### config.mk
export PLATFORM = sky130hd
export DESIGN_NAME = seg_int_flat
export DESIGN_NICKNAME = d
export VERILOG_FILES = /design/src/rtl/calc_pkg.sv /design/src/rtl/seg_int_if.sv /design/src/rtl/seg_bcd_dec.sv /design/src/rtl/seg_int.sv /design/src/flat_wrapper.sv
export SDC_FILE = /design/constraint.sdc
export NUM_CORES = 1
export LEC_CHECK = 0
export ABC_CLOCK_PERIOD_IN_PS = 3700
export BUFFER_PORTS_ARGS = -buffer_cell sky130_fd_sc_hd__buf_2
export CAP_MARGIN = 20
export CORE_UTILIZATION = 40
export CTS_CLUSTER_SIZE = 30
export DETAILED_ROUTE_END_ITERATION = 10
export PLACE_DENSITY = 0.63
export SKIP_LAST_GASP = 1
export SYNTH_ARGS = -nofsm -noshare
export SYNTH_HDL_FRONTEND = slang
export SYNTH_SLANG_ARGS = --single-unit
### constraint.sdc
create_clock -name clk -period 3.7 [get_ports clk]
set_clock_uncertainty 0.1 [all_clocks]
set_input_delay 0.37 -clock clk [delete_from_list [all_inputs] [get_ports clk]]
set_output_delay 0.37 -clock clk [all_outputs]
set_load 0.05 [all_outputs]
### src/rtl/calc_pkg.sv
// Shared calculator types and constants: FSM states, seven-segment codes,
// blank/error display patterns and the reverse double-dabble nibble adjust.
package calc_pkg;

  localparam int DEF_NUM_W = 14;
  localparam int DEF_N_DIG = 4;

  typedef enum logic [2:0] {
    IDLE,
    DECODE,
    CONV,
    DONE,
    ERR
  } state_t;

  localparam logic [7:0] SEG_0 = 8'h3F;
  localparam logic [7:0] SEG_1 = 8'h06;
  localparam logic [7:0] SEG_2 = 8'h5B;
  localparam logic [7:0] SEG_3 = 8'h4F;
  localparam logic [7:0] SEG_4 = 8'h66;
  localparam logic [7:0] SEG_5 = 8'h6D;
  localparam logic [7:0] SEG_6 = 8'h7D;
  localparam logic [7:0] SEG_7 = 8'h07;
  localparam logic [7:0] SEG_8 = 8'h7F;
  localparam logic [7:0] SEG_9 = 8'h6F;

  localparam logic [7:0]  SEG_BLANK = 8'h00;
  localparam logic [31:0] ERR_WORD  = 32'h763D507C;

  // Nibbles >= 8 after a right shift came from an odd upper digit; undo the +3 of double-dabble.
  function automatic logic [3:0] nib_adjust(input logic [3:0] n);
    return (n >= 4'd8) ? (n - 4'd3) : n;
  endfunction

endpackage

### src/rtl/seg_int_if.sv
// Request/result bundle between a requester (master) and the seg_int converter (slave).
interface seg_int_if
  import calc_pkg::*;
#(
  parameter int NUM_W = DEF_NUM_W,
  parameter int N_DIG = DEF_N_DIG
) ();

  logic [8*N_DIG-1:0] digits;
  logic               convert;
  logic [NUM_W-1:0]   num;
  logic               conv_done;
  logic               error;
  logic               busy;

  modport master (
    output digits, convert,
    input  num, conv_done, error, busy
  );

  modport slave (
    input  digits, convert,
    output num, conv_done, error, busy
  );

endinterface

### src/rtl/seg_bcd_dec.sv
// Combinational seven-segment byte to {valid, BCD nibble} decoder.
// Define SEG_BLANK_ZERO_EN to accept the blank byte 0x00 as digit 0.
module seg_bcd_dec
  import calc_pkg::*;
(
  input  logic [7:0] seg,
  output logic       valid,
  output logic [3:0] nibble
);

  always_comb begin
    valid  = 1'b1;
    nibble = 4'd0;
    case (seg)
      SEG_0: nibble = 4'd0;
      SEG_1: nibble = 4'd1;
      SEG_2: nibble = 4'd2;
      SEG_3: nibble = 4'd3;
      SEG_4: nibble = 4'd4;
      SEG_5: nibble = 4'd5;
      SEG_6: nibble = 4'd6;
      SEG_7: nibble = 4'd7;
      SEG_8: nibble = 4'd8;
      SEG_9: nibble = 4'd9;
`ifdef SEG_BLANK_ZERO_EN
      SEG_BLANK: nibble = 4'd0;
`endif
      default: valid = 1'b0;
    endcase
  end

endmodule

### src/rtl/seg_int.sv
// Seven-segment word to unsigned integer converter using reverse double-dabble.
// Blank-digit handling follows SEG_BLANK_ZERO_EN inside seg_bcd_dec.
module seg_int
  import calc_pkg::*;
#(
  parameter int NUM_W = DEF_NUM_W,
  parameter int N_DIG = DEF_N_DIG
) (
  input logic  clk,
  input logic  rst_n,
  seg_int_if.slave bus
);

  localparam int SR_W  = 4*N_DIG + NUM_W;
  localparam int CNT_W = $clog2(NUM_W);

  state_t             state_q, state_d;
  logic [8*N_DIG-1:0] digits_q, digits_d;
  logic [SR_W-1:0]    sr_q, sr_d;
  logic [CNT_W-1:0]   cnt_q, cnt_d;
  logic [NUM_W-1:0]   num_q, num_d;
  logic               conv_done_q, conv_done_d;
  logic               error_q, error_d;
  logic               busy_q, busy_d;

  logic [N_DIG-1:0]   dig_valid;
  logic [4*N_DIG-1:0] bcd;
  logic [SR_W-1:0]    sr_step;

  for (genvar g = 0; g < N_DIG; g++) begin : g_dec
    seg_bcd_dec u_dec (
      .seg    (digits_q[8*g +: 8]),
      .valid  (dig_valid[g]),
      .nibble (bcd[4*g +: 4])
    );
  end

  // One reverse double-dabble iteration over the whole register.
  always_comb begin
    sr_step = sr_q >> 1;
    for (int i = 0; i < N_DIG; i++) begin
      sr_step[NUM_W + 4*i +: 4] = nib_adjust(sr_step[NUM_W + 4*i +: 4]);
    end
  end

  always_comb begin
    state_d     = state_q;
    digits_d    = digits_q;
    sr_d        = sr_q;
    cnt_d       = cnt_q;
    num_d       = num_q;
    conv_done_d = 1'b0;
    error_d     = 1'b0;
    case (state_q)
      IDLE: begin
        if (bus.convert) begin
          digits_d = bus.digits;
          state_d  = DECODE;
        end
      end
      DECODE: begin
        sr_d    = {bcd, {NUM_W{1'b0}}};
        cnt_d   = '0;
        state_d = (&dig_valid) ? CONV : ERR;
      end
      CONV: begin
        sr_d  = sr_step;
        cnt_d = cnt_q + 1'b1;
        if (cnt_q == CNT_W'(NUM_W - 1)) begin
          state_d = DONE;
        end
      end
      DONE: begin
        num_d       = sr_q[NUM_W-1:0];
        conv_done_d = 1'b1;
        state_d     = IDLE;
      end
      ERR: begin
        num_d       = '0;
        conv_done_d = 1'b1;
        error_d     = 1'b1;
        state_d     = IDLE;
      end
      default: state_d = IDLE;
    endcase
    busy_d = (state_d != IDLE);
  end

  always_ff @(posedge clk or negedge rst_n) begin
    if (!rst_n) begin
      state_q     <= IDLE;
      digits_q    <= '0;
      sr_q        <= '0;
      cnt_q       <= '0;
      num_q       <= '0;
      conv_done_q <= 1'b0;
      error_q     <= 1'b0;
      busy_q      <= 1'b0;
    end else begin
      state_q     <= state_d;
      digits_q    <= digits_d;
      sr_q        <= sr_d;
      cnt_q       <= cnt_d;
      num_q       <= num_d;
      conv_done_q <= conv_done_d;
      error_q     <= error_d;
      busy_q      <= busy_d;
    end
  end

  assign bus.num       = num_q;
  assign bus.conv_done = conv_done_q;
  assign bus.error     = error_q;
  assign bus.busy      = busy_q;

endmodule

### src/flat_wrapper.sv
// flat-port wrapper written by rule: the top's interface ports become plain ports
module seg_int_flat import calc_pkg::*;
#(
  parameter int NUM_W = DEF_NUM_W,
  parameter int N_DIG = DEF_N_DIG
)
  (clk, rst_n, bus_digits, bus_convert, bus_num, bus_conv_done, bus_error, bus_busy);
  seg_int_if #(.NUM_W(NUM_W), .N_DIG(N_DIG)) bus_i ();
  input logic clk;
  input logic rst_n;
  input wire logic [$bits(bus_i.digits)-1:0] bus_digits;
  input wire logic [$bits(bus_i.convert)-1:0] bus_convert;
  output wire logic [$bits(bus_i.num)-1:0] bus_num;
  output wire logic [$bits(bus_i.conv_done)-1:0] bus_conv_done;
  output wire logic [$bits(bus_i.error)-1:0] bus_error;
  output wire logic [$bits(bus_i.busy)-1:0] bus_busy;
  assign bus_i.digits = bus_digits;
  assign bus_i.convert = bus_convert;
  assign bus_num = bus_i.num;
  assign bus_conv_done = bus_i.conv_done;
  assign bus_error = bus_i.error;
  assign bus_busy = bus_i.busy;
  seg_int #(.NUM_W(NUM_W), .N_DIG(N_DIG)) u_core (.clk(clk), .rst_n(rst_n), .bus(bus_i));
endmodule
==> results of run 1 <==
## registers in the layout (all words and copies together), names as in the netlist
register / flops
u_core.cnt_q: 4
u_core.sr_q: 30
u_core.bus.error: 1
u_core.state_q: 3
u_core.bus.conv_done: 1
u_core.digits_q: 32
u_core.bus.busy: 1
u_core.bus.num: 14
## power by group through the flow
stage	Combinational [mW]	Clock (mW)	Sequential, mW
global route	0.509	0.790	1.28
global placement	0.442	0	1.26
detailed placement	0.456	0	1.27
floorplan	0.404	0	1.19
CTS	0.457	0.755	1.25
finish	0.451	0.727	1.25
## cell usage after synthesis (all sizes together), types with 3 or more instances
master / n
inv: 9
or4b: 4
a221o: 3
nand2: 19
nand3b: 5
nand3: 10
a31o: 3
nand2b: 16
nor2: 29
a22oi: 5
nor4: 5
clkbuf: 10
mux2i: 4
a21oi: 28
a22o: 14
ha: 8
nor2b: 7
o22ai: 17
and2: 4
o221ai: 3
dfrtp: 86
xnor2: 7
buf: 17
mux2: 30
nand4: 5
nor4b: 3
nor3: 5
nor3b: 4
o21ai: 20
## logic make-up after synthesis
logic type               after synthesis
AND/OR/NAND/NOR                      125
AO/OA/AOI/OAI                        114
flip-flops                            86
buffers and inverters                 36
multiplexers                          34
XOR/XNOR                               9
adder cells (fa/ha/maj)                8
## critical path, delay by kind of cell, from the launching register on
| kind | cells | cell delay [ps] |
|---|---|---|
| simple gates | 3 | 910 |
| compound gates | 2 | 200 |
| flops | 1 | 450 |
| buf+inv | 2 | 560 |
## through the flow
stage | cells | utilization | cell area [µm²] | worst slack, ps
detailed placement | 576 | 0.451 | 4720 | 1380
finish | 591 | 0.472 | 4940 | 1360
global route | 591 | 0.472 | 4940 | 1190
CTS | 591 | 0.472 | 4940 | 1360
floorplan | 412 | - | 4380 | 1990
global placement | 576 | 0.451 | 4720 | 1470
## per-layer routing
layer,GRT usage,part of all wire,up-vias
met5,0,0,-
met4,0.0597,0.015,0
met3,0.0298,0.037,13
met2,0.258,0.46,69
met1,0.231,0.49,1615
li1,-,-,1600
## final cells by class
class	count	area (µm²)
clock buffer	11	151
clock inverter	4	70.1
fill	1010	5520
inverter	9	33.8
multi-input combinational	290	2080
sequential	86	2150
tap	136	170
timing repair buffer	55	288
## worst max-delay path by stage
stage / slack [ps] / to / start
2_1_floorplan: 1990 / u_core.sr_q[23]$_DFFE_PN0P_ / u_core.digits_q[21]$_DFFE_PN0P_
3_3_place_gp: 1470 / u_core.sr_q[19]$_DFFE_PN0P_ / u_core.state_q[0]$_DFF_PN0_
3_5_place_dp: 1380 / u_core.sr_q[25]$_DFFE_PN0P_ / u_core.state_q[2]$_DFF_PN0_
4_1_cts: 1360 / u_core.sr_q[25]$_DFFE_PN0P_ / u_core.state_q[2]$_DFF_PN0_
5_1_grt: 1190 / u_core.sr_q[25]$_DFFE_PN0P_ / u_core.state_q[1]$_DFF_PN0_
6_report: 1360 / u_core.sr_q[25]$_DFFE_PN0P_ / u_core.state_q[2]$_DFF_PN0_
==> impl_metrics.csv, run 1 <==
group,metric,value,unit
layout,syn2layout_area_growth,12.7,%
worst_setup_path,crit_path_top_delay_cell,"nor2b_2",
clock_network,cts_hold_buf,0,
logic_synthesis,synth_top_family_by_area,"compound AO/OA/AOI/OAI gates",
sta,finalCriticalPeriod,2340,ps
worst_setup_path,crit_arrival,2470,ps
logic_synthesis,yosys.area_share.adder,0.0228,
worst_setup_path,crit_chain,"nor2b_1 -> buf_4 -> nor2b_2 -> buf_4 -> and2_1 -> o21ai_0 -> o311ai_0",
worst_setup_path,reg2reg_from,"u_core.state_q[2]$_DFF_PN0_",
place,place.gp.congestion,0.777,
power_and_ir_drop,clockPowerShare,0.300,
sta,holdWs,23.7,ps
worst_setup_path,critPathLaunchType,"register",
layout,drive_gt1_frac,0.222,
flow_run,cap_violations,0,
logic_synthesis,ys_async_sr_fraction,1.00,
sta,fin_tns_setup,0,ps
logic_synthesis,synth_compound_area_frac,0.180,
clock_network,cts_setup_buffers,0,
logic_synthesis,netlist_instances,412,
sta,max-slew-margin-rel,0.411,
power_and_ir_drop,comb_power_share,0.186,
outcome,outcome,"finished, final reports clean",
drt,drt-initial-drc-count,186,
logic_synthesis,synth_cell_types,64,
die,dieWidth,107,µm
clock_network,cts_max_level,3,
logic_synthesis,synth.top_cell.area_share,0.491,
logic_synthesis,synth_mux_area_frac,0.0862,
worst_setup_path,cp_max_fo,17,
die,coreArea,10500,µm²
die,die_h,107,µm
global_routing,grt_first_pass_wirelength,15100,µm
clock_network,post_cts_resized,0,
clock_network,cts_sinks,86,
clock_network,clk_latency,340,ps
worst_setup_path,r2r_setup_slack,1360,ps
worst_setup_path,critPathMaxStageDelay,610,ps
power_and_ir_drop,vdd_ir_drop_max,0.000233,V
global_routing,grt_pass1_vias,3104,
clock_network,cts_tree,"built",
worst_setup_path,reg2reg_to,"u_core.sr_q[25]$_DFFE_PN0P_",
worst_setup_path,crit_top_cell,"buf_4",
global_routing,grt_use_total,0.166,
drt,wl_per_cell,14.9,µm
place,io_buffers,51,
power_and_ir_drop,p_leak,2.11,nW
sta,fmax,0.427,GHz
sta,worstMarginPinSlew,884,ps
sta,fin_crit_sh,0.632,
logic_synthesis,syn_area,4380,µm²
power_and_ir_drop,p_seq_frac,0.515,
layout,antenna_cells,0,
logic_synthesis,synth-xor-area-share,0.0180,
layout,layout.nets,494,
global_routing,grt_overflow,0,
worst_setup_path,cp.required,3830,ps
power_and_ir_drop,p_int,1.69,mW
drt,wl,8810,µm
clock_network,cts_root_buffer,"clkbuf_8",
sta,maxSlewViolCount,0,
power_and_ir_drop,p_per_area,491,nW/µm²
drt,route.antenna.remaining_nets,0,
layout,final_cell_mix,"86 x dfrtp_1, 50 x buf_2, 28 x nor2_1, 28 x a21oi_1, 21 x mux2_2",
die,ioPinCount,52,
logic_synthesis,yosysWarnings,0,
place,dp_hpwl,5980,µm
logic_synthesis,avgSynthCellArea,10.6,µm²
clock_network,clk_path_buf_depth,2,
drt,vias,3297,
logic_synthesis,seq_area_frac_synth,0.491,
clock_network,clk_pin_slew,80,ps
logic_synthesis,synth_area_leader_cell,"dfrtp_1",
die,initial_core_util,0.419,
worst_setup_path,end_kind,"register",
logic_synthesis,synth-seq-cells,86,
logic_synthesis,yosys.area_share.simple,0.166,
drt,drc,0,
layout,final_common_cell,"dfrtp_1",
sta,rsz0062_at_grt,"false",
worst_setup_path,worstSetupPathType,"register to register",
worst_hold_path,min-delay-path-class,"input pin to async pin",
worst_setup_path,r2r_cells,7,
logic_synthesis,synth_edf_count,0,
clock_network,numCtsBuffers,9,
die,die_area,11400,µm²
global_routing,grt_antenna_before_repair,0,
power_and_ir_drop,sw_frac_of_total,0.304,
logic_synthesis,synth_top_flop_cell,"dfrtp_1",
power_and_ir_drop,p_sw,0.739,mW
sta,hold_viol_final,0,
power_and_ir_drop,design_power_total,2.43,mW
global_routing,grt_max_degree,71,
die,rows,37,
drt,viasPerCell,5.58,
logic_synthesis,synth_fp_nets,455,
sta,finalSetupViolCount,0,
logic_synthesis,synth_area_leaders,"dfrtp_1 49%, mux2_2 5.4%, a21oi_1 3.2%, a22o_1 2.8%, nor2_1 2.4%",
drt,dr.pass1.iters,4,
Note: power is estimated with default switching activity, not from simulation.
==> run 2: changes to the inputs <==
ABC_CLOCK_PERIOD_IN_PS = 2000   (was 3700)
PLACE_DENSITY = 0.66   (was 0.63)
clock period = 2 ns   (was 3.7 ns; I/O delays follow)
==> run 2 against run 1 <==
Final cell count increased by 7.4%. Non-clock buffer count increased by 43. Combinational power increased by 120%. Sequential cell count unchanged. Count of clock-buffer cells in the layout increased by 2. Critical endpoint is now u_core.state_q[1]$_DFF_PN0_. Clock power increased by 53%. Die area unchanged. Via count increased by 5.0%. Largest cell class unchanged. Global-route usage increased by 0.50 points. Cell area increased by 7.9%.
==> impl_metrics.csv, run 2 (synthesized netlist as in run 1, its figures left out) <==
group,metric,value,unit
power_and_ir_drop,p_leak,2.29,nW
drt,wl_met3,290,µm
power_and_ir_drop,design_power_total,4.36,mW
worst_setup_path,crit_arrival,2010,ps
drt,drt-initial-drc-count,189,
die,die_h,107,µm
global_routing,grt_first_pass_wirelength,15500,µm
drt,wl_per_cell,14.2,µm
sta,worstMarginPinSlew,592,ps
global_routing,grt_antenna_before_repair,0,
die,ioPinCount,52,
drt,wl_met2,4350,µm
die,die_area,11400,µm²
clock_network,cts_root_buffer,"clkbuf_8",
worst_setup_path,startpoint,"u_core.digits_q[20]$_DFFE_PN0P_",
clock_network,cts_setup_buffers,0,
layout,antenna_cells,0,
place,place.gp.congestion,0.837,
global_routing,grt_overflow,0,
die,rows,37,
global_routing,grt_pass1_vias,3284,
drt,route.antenna.remaining_nets,0,
layout,largest_reg_flops,32,
worst_hold_path,min-delay-path-class,"input pin to async pin",
drt,drc,0,
layout,layout.nets,537,
clock_network,numCtsBuffers,9,
worst_setup_path,end_kind,"register",
sta,maxSlewViolCount,0,
die,initial_core_util,0.419,
worst_setup_path,critPathLaunchType,"register",
drt,top_layer_used,"met4",
power_and_ir_drop,p_per_area,818,nW/µm²
layout,final_common_cell,"dfrtp_1",
flow_run,cap_violations,0,
drt,vias,3461,
drt,viasPerCell,5.45,
clock_network,cts_max_level,3,
clock_network,cts_sinks,86,
layout,final_cell_mix,"86 x dfrtp_1, 50 x buf_2, 33 x dlygate4sd3_1",
sta,finalSetupViolCount,0,
power_and_ir_drop,clockPowerShare,0.255,
clock_network,clk_latency,340,ps
drt,dr.pass1.iters,4,
place,place_inst,586,
power_and_ir_drop,p_seq_frac,0.520,
die,coreArea,10500,µm²
drt,wl_met1,4210,µm
die,dieWidth,107,µm
power_and_ir_drop,p_sw,1.38,mW
sta,max-slew-margin-rel,0.605,
sta,finalCriticalPeriod,1870,ps
sta,fin_crit_sh,0.937,
worst_setup_path,worstSetupPathType,"register to register",
global_routing,grt_max_degree,41,
clock_network,clk_path_buf_depth,2,
layout,top_register,"u_core.digits_q",
layout,syn2layout_area_growth,21.5,%
sta,fmax,0.534,GHz
clock_network,cts_tree,"built",
place,io_buffers,51,
global_routing,grt_use_total,0.171,
clock_network,clk_pin_slew,80,ps
sta,hold_viol_final,0,
drt,wl,8990,µm
worst_setup_path,reg2reg_from,"u_core.digits_q[20]$_DFFE_PN0P_",
layout,utilization,0.509,
power_and_ir_drop,vdd_ir_drop_max,0.000453,V
place,dp_hpwl,6200,µm
layout,instances_no_fill,635,
power_and_ir_drop,sw_frac_of_total,0.317,
worst_setup_path,cp.required,2140,ps
worst_setup_path,cp_max_fo,8,
layout,drive_gt1_frac,0.220,
outcome,outcome,"finished, final reports clean",
power_and_ir_drop,comb_power_share,0.225,
sta,rsz0062_at_grt,"false",
sta,fin_tns_setup,0,ps
power_and_ir_drop,p_int,2.98,mW
-- run 2: layout make-up --
type | count | area [µm²]
clock buffer | 13 | 159
multi-input combinational | 290 | 2080
sequential | 86 | 2150
fill | 979 | 5130
tap | 136 | 170
inverter | 9 | 33.8
clock inverter | 3 | 18.8
timing repair buffer | 98 | 718
-- run 2: final timing paths --
| kind | end | slack (ps) | cells after the start |
|---|---|---|---|
| max in group asynchronous | u_core.digits_q[3]$_DFFE_PN0P_ | 990 | 3 |
| hold / removal | u_core.bus.num[12]$_DFFE_PN0P_ | 220 | 2 |
| min in group clk | u_core.digits_q[29]$_DFFE_PN0P_ | 360 | 5 |
| setup reg to reg | u_core.state_q[1]$_DFF_PN0_ | 130 | 5 |
| setup / recovery | u_core.state_q[1]$_DFF_PN0_ | 130 | 5 |
| hold reg to reg | u_core.cnt_q[3]$_DFFE_PN0P_ | 400 | 1 |
-- run 2: power by group through the flow --
stage | logic, mW | registers [mW] | clock network [mW]
floorplan | 0.748 | 2.20 | 0
global route | 1.09 | 2.33 | 1.22
finish | 0.979 | 2.27 | 1.11
global placement | 0.917 | 2.28 | 0
CTS | 0.986 | 2.27 | 1.15
detailed placement | 0.935 | 2.30 | 0
-- run 2: timing repair --
item / CTS / global route
endpoints found under the hold margin: 59 / 0
setup endpoints to repair: 0 / 1
resized for setup: 0 / 1
hold buffers: 33 / 0
-- run 2: routing by layer --
layer | up-vias | global-route usage
met5 | - | 0
met4 | 0 | 0.0773
met3 | 11 | 0.0255
met2 | 67 | 0.280
met1 | 1693 | 0.223
li1 | 1690 | -
-- run 2: worst max-delay path: stages, from the launching register on --
cell,delay (ps)
dfrtp_1,530
or4b_1,180
a21oi_1,70
a2111oi_1,500
a21oi_1,140
a31o_1,240
-- run 2: through the flow --
| step | setup WS [ps] | instance area, µm² | hold WS, ps |
|---|---|---|---|
| after CTS | 37.6 | 5330 | 210 |
| after detailed placement | 56.0 | 4820 | 47.2 |
| final | 127 | 5330 | 216 |
| after global placement | 165 | 4820 | 40.8 |
| after global routing | 58.4 | 5330 | 235 |
| after floorplan | 287 | 4380 | -196 |
